===== src/rtl/uart_imem_loader.sv =====
// rtl/uart_imem_loader.sv - UART (8N1) boot loader writing a counted little-endian word stream into instruction memory.
// Optional LOADER_CHECKSUM_EN: expect a trailing XOR checksum byte and verify it before DONE.
module uart_imem_loader #(
    parameter int unsigned CLKS_PER_BIT = 87,
    parameter int unsigned MEM_WORDS    = 20
) (
    input  logic        clk,
    input  logic        rst_n,
    input  logic        rx,
    output logic        imem_we,
    output logic [31:0] imem_a,
    output logic [31:0] imem_wd,
    output logic        load_busy,
    output logic        load_done,
    output logic        load_err
);

    localparam int unsigned CW = $clog2(CLKS_PER_BIT + 1);
    localparam logic [CW-1:0] FULL_LAST = CW'(CLKS_PER_BIT - 1);
    localparam logic [CW-1:0] HALF_LAST = CW'(CLKS_PER_BIT / 2 - 1);

    typedef enum logic [1:0] {R_IDLE, R_START, R_DATA, R_STOP} rx_state_t;

    typedef enum logic [2:0] {
        WAIT_COUNT,
        WAIT_DATA,
        WRITE,
`ifdef LOADER_CHECKSUM_EN
        CHECK,
`endif
        DONE,
        ERROR
    } ld_state_t;

    logic            rx_s1, rx_s2, rx_d;
    rx_state_t       rx_state, rx_state_next;
    logic [CW-1:0]   bit_cnt;
    logic [2:0]      bit_idx;
    logic [7:0]      rx_shift;
    logic            rx_tick, byte_stb, frame_err;

    ld_state_t       state, state_next;
    logic [7:0]      word_cnt, word_idx;
    logic [1:0]      byte_idx;
    logic [23:0]     asm_word;
    logic            count_ok, last_word;
    logic [31:0]     imem_a_q, imem_wd_q;
`ifdef LOADER_CHECKSUM_EN
    logic [7:0]      chk_xor;
`endif

    // rx_d is the previous synchronized sample, used only for start-edge detection
    always_ff @(posedge clk or negedge rst_n) begin
        if (!rst_n) begin
            rx_s1 <= 1'b1;
            rx_s2 <= 1'b1;
            rx_d  <= 1'b1;
        end else begin
            rx_s1 <= rx;
            rx_s2 <= rx_s1;
            rx_d  <= rx_s2;
        end
    end

    assign rx_tick   = (rx_state == R_START) ? (bit_cnt == HALF_LAST) : (bit_cnt == FULL_LAST);
    assign byte_stb  = (rx_state == R_STOP) && rx_tick && rx_s2;
    assign frame_err = (rx_state == R_STOP) && rx_tick && !rx_s2;

    always_comb begin
        rx_state_next = rx_state;
        case (rx_state)
            R_IDLE:  if (rx_d && !rx_s2) rx_state_next = R_START;
            R_START: if (rx_tick) rx_state_next = rx_s2 ? R_IDLE : R_DATA;
            R_DATA:  if (rx_tick && bit_idx == 3'd7) rx_state_next = R_STOP;
            R_STOP:  if (rx_tick) rx_state_next = R_IDLE;
            default: rx_state_next = R_IDLE;
        endcase
    end

    always_ff @(posedge clk or negedge rst_n) begin
        if (!rst_n) begin
            rx_state <= R_IDLE;
            bit_cnt  <= '0;
            bit_idx  <= '0;
            rx_shift <= '0;
        end else begin
            rx_state <= rx_state_next;
            if (rx_state == R_IDLE || rx_tick) bit_cnt <= '0;
            else                               bit_cnt <= bit_cnt + CW'(1);
            if (rx_state == R_DATA && rx_tick) begin
                rx_shift <= {rx_s2, rx_shift[7:1]};
                bit_idx  <= bit_idx + 3'd1;
            end
        end
    end

    assign count_ok  = (rx_shift != 8'd0) && ({24'd0, rx_shift} <= MEM_WORDS);
    assign last_word = (word_idx + 8'd1) == word_cnt;

    always_comb begin
        state_next = state;
        case (state)
            WAIT_COUNT: begin
                if (frame_err)     state_next = ERROR;
                else if (byte_stb) state_next = count_ok ? WAIT_DATA : ERROR;
            end
            WAIT_DATA: begin
                if (frame_err)                          state_next = ERROR;
                else if (byte_stb && byte_idx == 2'd3)  state_next = WRITE;
            end
`ifdef LOADER_CHECKSUM_EN
            WRITE: state_next = last_word ? CHECK : WAIT_DATA;
            CHECK: begin
                if (frame_err)     state_next = ERROR;
                else if (byte_stb) state_next = (rx_shift == chk_xor) ? DONE : ERROR;
            end
`else
            WRITE: state_next = last_word ? DONE : WAIT_DATA;
`endif
            DONE:    state_next = DONE;
            ERROR:   state_next = ERROR;
            default: state_next = ERROR;
        endcase
    end

    always_ff @(posedge clk or negedge rst_n) begin
        if (!rst_n) begin
            state     <= WAIT_COUNT;
            word_cnt  <= '0;
            word_idx  <= '0;
            byte_idx  <= '0;
            asm_word  <= '0;
            imem_a_q  <= '0;
            imem_wd_q <= '0;
`ifdef LOADER_CHECKSUM_EN
            chk_xor   <= '0;
`endif
        end else begin
            state <= state_next;
            case (state)
                WAIT_COUNT: if (byte_stb && count_ok) begin
                    word_cnt <= rx_shift;
                    word_idx <= '0;
                    byte_idx <= '0;
`ifdef LOADER_CHECKSUM_EN
                    chk_xor  <= '0;
`endif
                end
                WAIT_DATA: if (byte_stb) begin
                    byte_idx <= byte_idx + 2'd1;
`ifdef LOADER_CHECKSUM_EN
                    chk_xor  <= chk_xor ^ rx_shift;
`endif
                    // address/data registers load only here, so they hold between writes
                    case (byte_idx)
                        2'd0: asm_word[7:0]   <= rx_shift;
                        2'd1: asm_word[15:8]  <= rx_shift;
                        2'd2: asm_word[23:16] <= rx_shift;
                        default: begin
                            imem_a_q  <= {22'd0, word_idx, 2'b00};
                            imem_wd_q <= {rx_shift, asm_word};
                        end
                    endcase
                end
                WRITE:   word_idx <= word_idx + 8'd1;
                default: ;
            endcase
        end
    end

    always_comb begin
        imem_we   = (state == WRITE);
        load_done = (state == DONE);
        load_err  = (state == ERROR);
        load_busy = (state != DONE);
    end

    assign imem_a  = imem_a_q;
    assign imem_wd = imem_wd_q;

endmodule


===== config.mk =====
export PLATFORM = sky130hd
export DESIGN_NAME = uart_imem_loader
export DESIGN_NICKNAME = d
export VERILOG_FILES = /design/src/rtl/uart_imem_loader.sv
export SDC_FILE = /design/constraint.sdc
export NUM_CORES = 1
export LEC_CHECK = 0
export BUFFER_PORTS_ARGS = -buffer_cell sky130_fd_sc_hd__buf_2
export CORE_ASPECT_RATIO = 0.6
export CORE_MARGIN = 1
export CORE_UTILIZATION = 60
export CTS_BUF_LIST = sky130_fd_sc_hd__clkbuf_16
export DETAILED_ROUTE_END_ITERATION = 8
export GPL_TIMING_DRIVEN = 1
export PLACE_DENSITY = 0.83
export SYNTH_ARGS = -nofsm -noshare
export SYNTH_HDL_FRONTEND = slang
export SYNTH_SLANG_ARGS = --single-unit

===== constraint.sdc =====
create_clock -name clk -period 5.6 [get_ports clk]
set_input_delay 1.12 -clock clk [delete_from_list [all_inputs] [get_ports clk]]
set_output_delay 1.12 -clock clk [all_outputs]
set_load 0.01 [all_outputs]

==> results.json, run 1 <==
{
  "hold_viol": 0,
  "dp_slack_ps": 2759,
  "cts_made_buffers": 9,
  "tightest_slew_ps": 781.5,
  "slew_viol_final": 0,
  "yosys_warnings": 0,
  "ir_drop_mv": 0.1662,
  "track_usage": 0.2238,
  "synthMuxAreaShare": 0.2135,
  "fin_crit_sh": 0.5428,
  "synth_cell_types": 48,
  "synth_compound_area_frac": 0.04004,
  "worst_setup_path_end_kind": "primary output",
  "cts-htree-levels": 3,
  "period_needed_ps": 3040,
  "nNetsFinal": 427,
  "hp-class": "flip-flop to flip-flop",
  "ant_nets": 0,
  "start_kind": "flip-flop",
  "async_flop_share": 1.000,
  "die_h_um": 72.49,
  "postSynthAreaPerCell_um2": 13.58,
  "dr.pass1.iters": 4,
  "drive_above_1_share": 0.3690,
  "antenna_cells": 0,
  "clkSlewWorstSetupHoldPaths_ps": 70,
  "p_leak_uw": 0.003022,
  "rsz0062_at_grt": "no",
  "status": "finished, final reports clean",
  "worst_slew_margin_rel": 0.4790,
  "ys_seq_elements": 108,
  "gp_congestion": 0.8406,
  "path_class": "flip-flop to primary output",
  "synthSimpleGateAreaFrac": 0.08814,
  "drcViolationCount": 0,
  "wl_mm": 8.825,
  "worst_slack_ps": 2560,
  "drt_iter0_drc": 183,
  "total_power_uw": 1483,
  "dp_cells": 512,
  "synth_edf_count": 0,
  "synthesis.area_mm2": 0.004969,
  "clk_latency_ps": 350,
  "synthCells": 366,
  "synth_seq_area_share": 0.5447,
  "area_growth_pct": 10.10,
  "antenna_found_initial": 0,
  "overflow": 0,
  "synth-xor-area-share": 0.03173,
  "grt_pass1_vias": 2898,
  "arrival_ps": 1920,
  "cts_tree": "built",
  "start_util": 0.6254,
  "cts-root-buf": "clkbuf_16",
  "post-cts-setup-buffers": 0,
  "cts_hold_buf": 0,
  "crit_fanout": 10,
  "num_vias": 2859,
  "synth_top_family_by_area": "multiplexers",
  "required_ps": 4480,
  "fp.dieW_um": 119.5,
  "rows": 25,
  "setup_viol": 0,
  "max_cap_viol_count": 0,
  "grt_max_degree": 65,
  "max-clock-path-buffers": 2,
  "cts_resized": 0,
  "max_freq_mhz": 329.0,
  "hpwl_mm": 6.027,
  "die_area_mm2": 0.008661,
  "grt_pass1_wl_mm": 14.73,
  "synth_adder_area_share": 0.02266,
  "fin_worst_skew_ps": 12.53,
  "post_drt_wl_per_cell_um": 16.71,
  "powerDensity_mw_per_mm2": 271.2,
  "stdcell_count": 528,
  "fin_tns_setup_ps": 0,
  "boundaryPins": 71,
  "synth_ff_type": "dfrtp_1",
  "port_buffers": 46,
  "core_area_mm2": 0.007945,
  "vias_per_cell": 5.415,
  "cts.sinks": 108
}
report_power, final:
| part | switching, µW | internal (µW) |
|---|---|---|
| sequential | 23.3 | 800 |
| combinational | 45.1 | 26.4 |
| clock | 284 | 305 |
synthesized netlist by cell type (all sizes together), types with 2 or more instances:
cell	instances	area [µm²]
o21a	2	15.01
inv	11	41.29
nor3b	3	22.52
nand2	17	78.83
mux2	80	1051
nor3	10	50.05
dfrtp	105	2628
a211o	5	43.79
xnor2	13	113.9
buf	29	230.2
a31oi	3	18.77
xor2	5	43.79
o21ai	7	35.03
nor2	17	63.81
or4	2	18.77
ha	9	112.6
nor2b	3	18.77
dfstp	3	78.83
nand3	7	35.03
nor4	5	52.55
and3	6	37.54
clkbuf	4	15.01
nand3b	3	22.52
sequential cells by signal, indices dropped and copies added (netlist names), named ones only:
signal and flops:
state 3, imem_wd 32, word_cnt 8, rx_shift 8, word_idx 8, rx_d 1
bit_cnt 7, imem_a 8, rx_s2 1, asm_word 24, byte_idx 2, bit_idx 3
rx_s1 1, rx_state 1
layout by cell type, fill, tap and decap left out, drive strengths merged, types with 3 or more instances in the layout:
cell type / netlist / layout
clkinv: 1 / 3
nor2: 17 / 17
xor2: 5 / 5
inv: 11 / 15
nor3: 10 / 10
nand2: 17 / 17
nor4: 5 / 5
ha: 9 / 9
dfstp: 3 / 3
dfrtp: 105 / 105
a211o: 5 / 5
clkbuf: 4 / 9
o21ai: 7 / 7
nand3: 7 / 7
conb: 1 / 24
mux2: 80 / 80
nand3b: 3 / 3
nor2b: 3 / 3
nor3b: 3 / 3
a31oi: 3 / 3
xnor2: 13 / 13
and3: 6 / 6
buf: 29 / 48
critical path, cell delays in order, from the launching register on:
cell and delay, ps:
dfrtp_1 500, inv_1 110, nand3_1 340, clkinv_1 380, buf_2 250
logic make-up after synthesis:
kind of cell | after synthesis
DFF | 108
muxes | 81
and+or+nand+nor | 77
buffers and inverters | 45
AOI/OAI and AO/OA | 27
xor gates and xnor gates | 18
adders and majority gates | 9
other | 1
stage by stage:
stage | utilization | area [µm²] | hold WS [ps]
2_1_floorplan | - | 5055 | 345.2
3_3_place_gp | 0.6535 | 5192 | 348.3
3_5_place_dp | 0.6535 | 5192 | 351.4
4_1_cts | 0.6885 | 5470 | 361.5
5_1_grt | 0.6885 | 5470 | 365.9
6_report | 0.6885 | 5470 | 359.1
cell type report:
class | count | area, µm²
Tap cell | 108 | 135.1
Multi-Input combinational cell | 236 | 2058
Sequential cell | 108 | 2706
Timing Repair Buffer | 48 | 247.7
Clock buffer | 9 | 225.2
Inverter | 12 | 45.04
Clock inverter | 7 | 52.55
Fill cell | 555 | 2475
final timing paths:
path / start / slack, ps / end / cells past startpoint
worst max-delay path: state[2]$_DFFE_PN0P_ / 2560 / imem_we / 4
worst min-delay path: rx_s1$_DFF_PN1_ / 360 / rx_s2$_DFF_PN1_ / 0
worst max register to register: bit_cnt[0]$_DFF_PN0_ / 2750 / imem_wd[25]$_DFFE_PN0P_ / 7
worst min register to register: rx_s1$_DFF_PN1_ / 360 / rx_s2$_DFF_PN1_ / 0
max in group asynchronous: rst_n / 3680 / rx_d$_DFF_PN1_ / 2
min in group asynchronous: rst_n / 840 / imem_wd[3]$_DFFE_PN0P_ / 1
metal layers:
metal  global-route usage  vias up  share of wire  routed length [µm]
met4              0.07222        0         0.0091                  80
li1                     -     1336              -                   -
met2               0.3372       53           0.46                4091
met1               0.3208     1458           0.49                4324
met5                    0        -              0                   0
met3              0.05739       12          0.037                 328
Power figures use the tool's default switching activity.
==> run 2, diff against run 1 <==
--- a/config.mk
+++ b/config.mk
@@ -8,11 +8,11 @@
 export BUFFER_PORTS_ARGS = -buffer_cell sky130_fd_sc_hd__buf_2
 export CORE_ASPECT_RATIO = 0.6
 export CORE_MARGIN = 1
-export CORE_UTILIZATION = 60
+export CORE_UTILIZATION = 57
 export CTS_BUF_LIST = sky130_fd_sc_hd__clkbuf_16
 export DETAILED_ROUTE_END_ITERATION = 8
 export GPL_TIMING_DRIVEN = 1
-export PLACE_DENSITY = 0.83
+export PLACE_DENSITY = 0.79
 export SYNTH_ARGS = -nofsm -noshare
 export SYNTH_HDL_FRONTEND = slang
 export SYNTH_SLANG_ARGS = --single-unit
==> constraint.sdc (replaced) <==
create_clock -name clk -period 3.05 [get_ports clk]
set_input_delay 0.61 -clock clk [delete_from_list [all_inputs] [get_ports clk]]
set_output_delay 0.61 -clock clk [all_outputs]
set_load 0.01 [all_outputs]
==> run 2 against run 1 <==
Against the previous run:
- clock skew is 7.2 ps lower
- core utilization is 1.0 points lower
- sequential power is 83% higher
- register-to-register slack worse by 2200 ps
- design area is 1.3% higher
- hold slack worse by 120 ps
- global-route usage hardly changed
- via count is 1.6% higher
- flip-flop and latch count stayed put
- largest cell class unchanged
- largest power group unchanged
==> results.json, run 2 (synthesized netlist as in run 1, its figures left out) <==
{
  "antenna_cells": 0,
  "gp_congestion": 0.8549,
  "start_util": 0.6086,
  "cts.sinks": 108,
  "rsz0062_at_grt": "no",
  "die_area_mm2": 0.009106,
  "cts-root-buf": "clkbuf_16",
  "core_area_mm2": 0.008164,
  "rows": 25,
  "grt_pass1_wl_mm": 15.10,
  "p_leak_uw": 0.003055,
  "path_class": "flip-flop to primary output",
  "drt_iter0_drc": 148,
  "cts_hold_buf": 0,
  "rr_worst_depth": 8,
  "max_cap_viol_count": 0,
  "tightest_slew_ps": 781.4,
  "fin_crit_sh": 0.8454,
  "grt_most_used_layer": "met2",
  "boundaryPins": 71,
  "fin_tns_setup_ps": 0,
  "filler_cell_count": 574,
  "vias_per_cell": 5.490,
  "grt_use_met1": 0.3205,
  "post-cts-setup-buffers": 0,
  "finish.utilization": 0.6785,
  "start_kind": "flip-flop",
  "worst_setup_path_end_kind": "primary output",
  "status": "finished, final reports clean",
  "worst_slew_margin_rel": 0.4750,
  "clk_latency_ps": 340,
  "overflow": 0,
  "r2r_start": "bit_cnt[0]$_DFF_PN0_",
  "grt_util_met2": 0.3377,
  "ant_nets": 0,
  "cts-htree-levels": 3,
  "area_growth_pct": 11.48,
  "final_cell_mix": "dfrtp_1, buf_2, mux2_2, mux2_4, conb_1",
  "nNetsFinal": 429,
  "drive_above_1_share": 0.3729,
  "die_h_um": 74.32,
  "hpwl_mm": 6.125,
  "hp-class": "input pin to asynchronous set/reset pin",
  "clkSlewWorstSetupHoldPaths_ps": 70,
  "use_met3": 0.05675,
  "layout_commonest_cell": "dfrtp_1",
  "crit_end": "imem_we",
  "required_ps": 2440,
  "cts_made_buffers": 9,
  "max-clock-path-buffers": 2,
  "cp-startpoint": "state[2]$_DFFE_PN0P_",
  "track_usage": 0.2233,
  "cts_tree": "built",
  "max_freq_mhz": 387.8,
  "ir_drop_mv": 0.2652,
  "post_drt_wl_per_cell_um": 17.12,
  "fp.dieW_um": 122.5,
  "largest_reg_flops": 32,
  "wl_mm": 9.056,
  "r2r_slack_ps": 520,
  "num_vias": 2904,
  "antenna_found_initial": 0,
  "setup_viol": 0,
  "r2r_end": "imem_wd[19]$_DFFE_PN0P_",
  "dr.pass1.iters": 4,
  "drcViolationCount": 0,
  "fin_worst_skew_ps": 5.342,
  "hold_viol": 0,
  "grt_max_degree": 69,
  "port_buffers": 46,
  "slew_viol_final": 0,
  "period_needed_ps": 2579,
  "powerDensity_mw_per_mm2": 514.2,
  "cts_resized": 0,
  "arrival_ps": 1970,
  "grt_pass1_vias": 2933,
  "crit_fanout": 10
}
## run 2: cell count changes in the layout (fill, tap and decap cells not counted), sizes merged
cell    before  now
inv         15   12
bufinv       0    2
buf         48   50
## run 2: per-layer routing
metal	part of all wire	wire length, µm
met2	0.45	4061
met1	0.50	4487
met4	0.0095	86
met3	0.046	420
met5	0	0
## run 2: cell type report
class	count	area [µm²]	area share
flip-flops and latches	108	2706	0.4886
repair buffers	50	287.8	0.05195
multi-input cells	236	2058	0.3716
well taps	108	135.1	0.02440
clock buffers	9	225.2	0.04066
inverters	12	45.04	0.008132
clock inverters	6	81.33	0.01468
## run 2: worst max-delay path: stages, from the launching register on
cell and delay [ps]:
dfrtp_1 510, inv_1 120, nand3_1 370, clkinv_1 380, buf_2 250
## run 2: worst min-delay path by stage
stage | end | from | cells after the start | slack [ps]
floorplan | asynchronous set/reset pin | rst_n | 0 | 310
global placement | rx_s2$_DFF_PN1_ | rx_s1$_DFF_PN1_ | 0 | 350
detailed placement | rx_s2$_DFF_PN1_ | rx_s1$_DFF_PN1_ | 0 | 350
CTS | imem_wd[3]$_DFFE_PN0P_ | rst_n | 1 | 260
global route | imem_wd[3]$_DFFE_PN0P_ | rst_n | 1 | 290
finish | imem_wd[3]$_DFFE_PN0P_ | rst_n | 1 | 240
## run 2: stage by stage
stage / hold WS [ps] / setup slack [ps] / cell area, µm² / instances / total power [µW]
after floorplan: 314.4 / 764.8 / 5055 / 389 / 1639
after CTS: 255.5 / 513.8 / 5539 / 529 / 2872
after global routing: 285.1 / 300.7 / 5539 / 529 / 2972
after global placement: 345.8 / 606.9 / 5233 / 514 / 1667
after detailed placement: 348.9 / 572.2 / 5233 / 514 / 1674
final: 235.7 / 471.5 / 5539 / 529 / 2848
## run 2: power breakdown
| group | total (µW) | leakage [µW] | internal, µW | switching [µW] |
|---|---|---|---|---|
| combinational | 131 | 0.00141 | 50.0 | 80.8 |
| sequential | 1510 | 0.00149 | 1470 | 44.7 |
| clock | 1200 | 0.000152 | 709 | 495 |
==> run 3, diff against run 2 <==
--- a/config.mk
+++ b/config.mk
@@ -8,11 +8,11 @@
 export BUFFER_PORTS_ARGS = -buffer_cell sky130_fd_sc_hd__buf_2
 export CORE_ASPECT_RATIO = 0.6
 export CORE_MARGIN = 1
-export CORE_UTILIZATION = 57
+export CORE_UTILIZATION = 52
 export CTS_BUF_LIST = sky130_fd_sc_hd__clkbuf_16
 export DETAILED_ROUTE_END_ITERATION = 8
 export GPL_TIMING_DRIVEN = 1
-export PLACE_DENSITY = 0.79
+export PLACE_DENSITY = 0.76
 export SYNTH_ARGS = -nofsm -noshare
 export SYNTH_HDL_FRONTEND = slang
 export SYNTH_SLANG_ARGS = --single-unit
==> constraint.sdc (replaced) <==
create_clock -name clk -period 2.3 [get_ports clk]
set_input_delay 0.46 -clock clk [delete_from_list [all_inputs] [get_ports clk]]
set_output_delay 0.46 -clock clk [all_outputs]
set_load 0.01 [all_outputs]
==> run 3 against run 2 <==
Against the previous run:
- non-clock buffer count grew 17
- sequential share of layout area is 1.7 points lower
- setup slack worse by 460 ps
- final cell count grew 7.6%
- core utilization is 5.6 points lower
- die area up 9.4%
- clock-buffer cell count is the same
- critical path depth increased by 4
==> results.json, run 3 (synthesized netlist as in run 1, its figures left out) <==
{
  "status": "finished, final reports clean",
  "layout_commonest_cell": "dfrtp_1",
  "slew_viol_final": 0,
  "cp-startpoint": "bit_cnt[0]$_DFF_PN0_",
  "worstPathCellList": "inv_1 -> ha_2 -> nand4b_4 -> or4_4 -> nor4_4 -> nand2_4 -> buf_12 -> mux2_4",
  "max_cap_viol_count": 0,
  "grt_max_degree": 42,
  "hold_viol": 0,
  "fp.dieW_um": 128.2,
  "worst_slew_margin_rel": 0.5813,
  "vias_per_cell": 5.213,
  "antenna_cells": 0,
  "grt_util_met2": 0.2984,
  "powerDensity_mw_per_mm2": 628.4,
  "worst_setup_path_end_kind": "flip-flop",
  "filler_cell_count": 720,
  "die_area_mm2": 0.009963,
  "crit_fanout": 20,
  "use_met3": 0.05793,
  "cts-htree-levels": 3,
  "post_drt_wl_per_cell_um": 16.45,
  "max-clock-path-buffers": 2,
  "area_growth_pct": 15.49,
  "track_usage": 0.2004,
  "rows": 27,
  "ant_nets": 0,
  "core_area_mm2": 0.009223,
  "largest_reg_flops": 32,
  "ir_drop_mv": 0.4829,
  "rsz0062_at_grt": "yes",
  "tightest_slew_ps": 625.2,
  "setup_viol": 0,
  "slowest_stage": "or4_4",
  "r2r_start": "bit_cnt[0]$_DFF_PN0_",
  "p_leak_uw": 0.003157,
  "hpwl_mm": 6.390,
  "rr_worst_depth": 8,
  "cts-root-buf": "clkbuf_16",
  "r2r_end": "imem_wd[21]$_DFFE_PN0P_",
  "overflow": 0,
  "grt_most_used_layer": "met2",
  "arrival_ps": 2520,
  "clk_latency_ps": 350,
  "die_h_um": 77.72,
  "gp_congestion": 0.8422,
  "drive_above_1_share": 0.3941,
  "grt_pass1_vias": 2977,
  "port_buffers": 46,
  "nNetsFinal": 446,
  "wl_mm": 9.359,
  "grt_use_met1": 0.2930,
  "grt_pass1_wl_mm": 15.29,
  "drcViolationCount": 0,
  "num_vias": 2966,
  "slowest_delay_ps": 540,
  "finish.utilization": 0.6222,
  "whs_ps": 102.5,
  "dr.pass1.iters": 4,
  "cts.sinks": 108,
  "fin_worst_skew_ps": 5.642,
  "period_needed_ps": 2288,
  "max_freq_mhz": 437.0,
  "clkSlewWorstSetupHoldPaths_ps": 70,
  "cts_made_buffers": 9,
  "hp-class": "input pin to asynchronous set/reset pin",
  "start_util": 0.5387,
  "path_class": "flip-flop to flip-flop",
  "required_ps": 2530,
  "fin_crit_sh": 0.9949,
  "crit_end": "imem_wd[21]$_DFFE_PN0P_",
  "start_kind": "flip-flop",
  "r2r_slack_ps": 10,
  "boundaryPins": 71,
  "final_cell_mix": "dfrtp_1, buf_2, mux2_4",
  "drt_iter0_drc": 124,
  "antenna_found_initial": 0,
  "cts_tree": "built",
  "total_power_uw": 3606
}
## run 3: cell count changes in the layout (fill, tap and decap cells not counted), sizes merged
cell,change
clkinv,+3
buf,+17
bufinv,-2
## run 3: final cells by class
type / count / area, µm² / share of cell area
timing repair buffer: 67 / 435.4 / 0.07588
tap: 130 / 162.7 / 0.02835
multi-input combinational: 236 / 2128 / 0.3709
sequential: 108 / 2706 / 0.4717
clock inverter: 7 / 35.03 / 0.006106
clock buffer: 9 / 225.2 / 0.03925
inverter: 12 / 45.04 / 0.007850
## run 3: through the flow
step                      setup TNS [ps]  instances  setup WS [ps]  instance area (µm²)
after CTS                              0        568          2.720                 5658
after floorplan                        0        389          14.84                 5055
after detailed placement               0        550          1.789                 5378
after global routing               -2629        569         -63.40                 5738
after global placement                 0        550          42.66                 5378
final                                  0        569          11.67                 5738
## run 3: per-layer routing
layer | routed length [µm] | vias to the layer above
met5 | 0 | -
met4 | 51 | 0
met3 | 397 | 5
met2 | 4202 | 67
met1 | 4707 | 1521
li1 | - | 1373
## run 3: worst min path at each step
stage / endpoint / slack [ps] / start
floorplan: asynchronous set/reset pin / 160 / rst_n
global placement: rx_s2$_DFF_PN1_ / 350 / rx_s1$_DFF_PN1_
detailed placement: rx_s2$_DFF_PN1_ / 350 / rx_s1$_DFF_PN1_
CTS: imem_wd[12]$_DFFE_PN0P_ / 120 / rst_n
global route: imem_wd[12]$_DFFE_PN0P_ / 130 / rst_n
finish: imem_wd[12]$_DFFE_PN0P_ / 100 / rst_n
## run 3: timing repair
| item | in CTS | in global routing |
|---|---|---|
| resized for setup | 1 | 14 |
| setup buffers | 2 | 1 |
| pin swaps | 0 | 1 |
| setup endpoints to repair | 6 | 75 |
| hold buffers | 0 | 0 |
## run 3: power breakdown
group / internal (µW) / switching [µW] / total [µW]
combinational: 96.8 / 131 / 228
sequential: 1950 / 53.2 / 2000
clock: 717 / 660 / 1380
total: 2760 / 844 / 3610
## run 3: critical path, delay by kind of cell (launching register included)
| kind | cells | cell delay [ps] |
|---|---|---|
| DFF | 1 | 370 |
| muxes | 1 | 310 |
| buffers and inverters | 2 | 250 |
| adders and majority gates | 1 | 190 |
| and+or+nand+nor | 4 | 1030 |
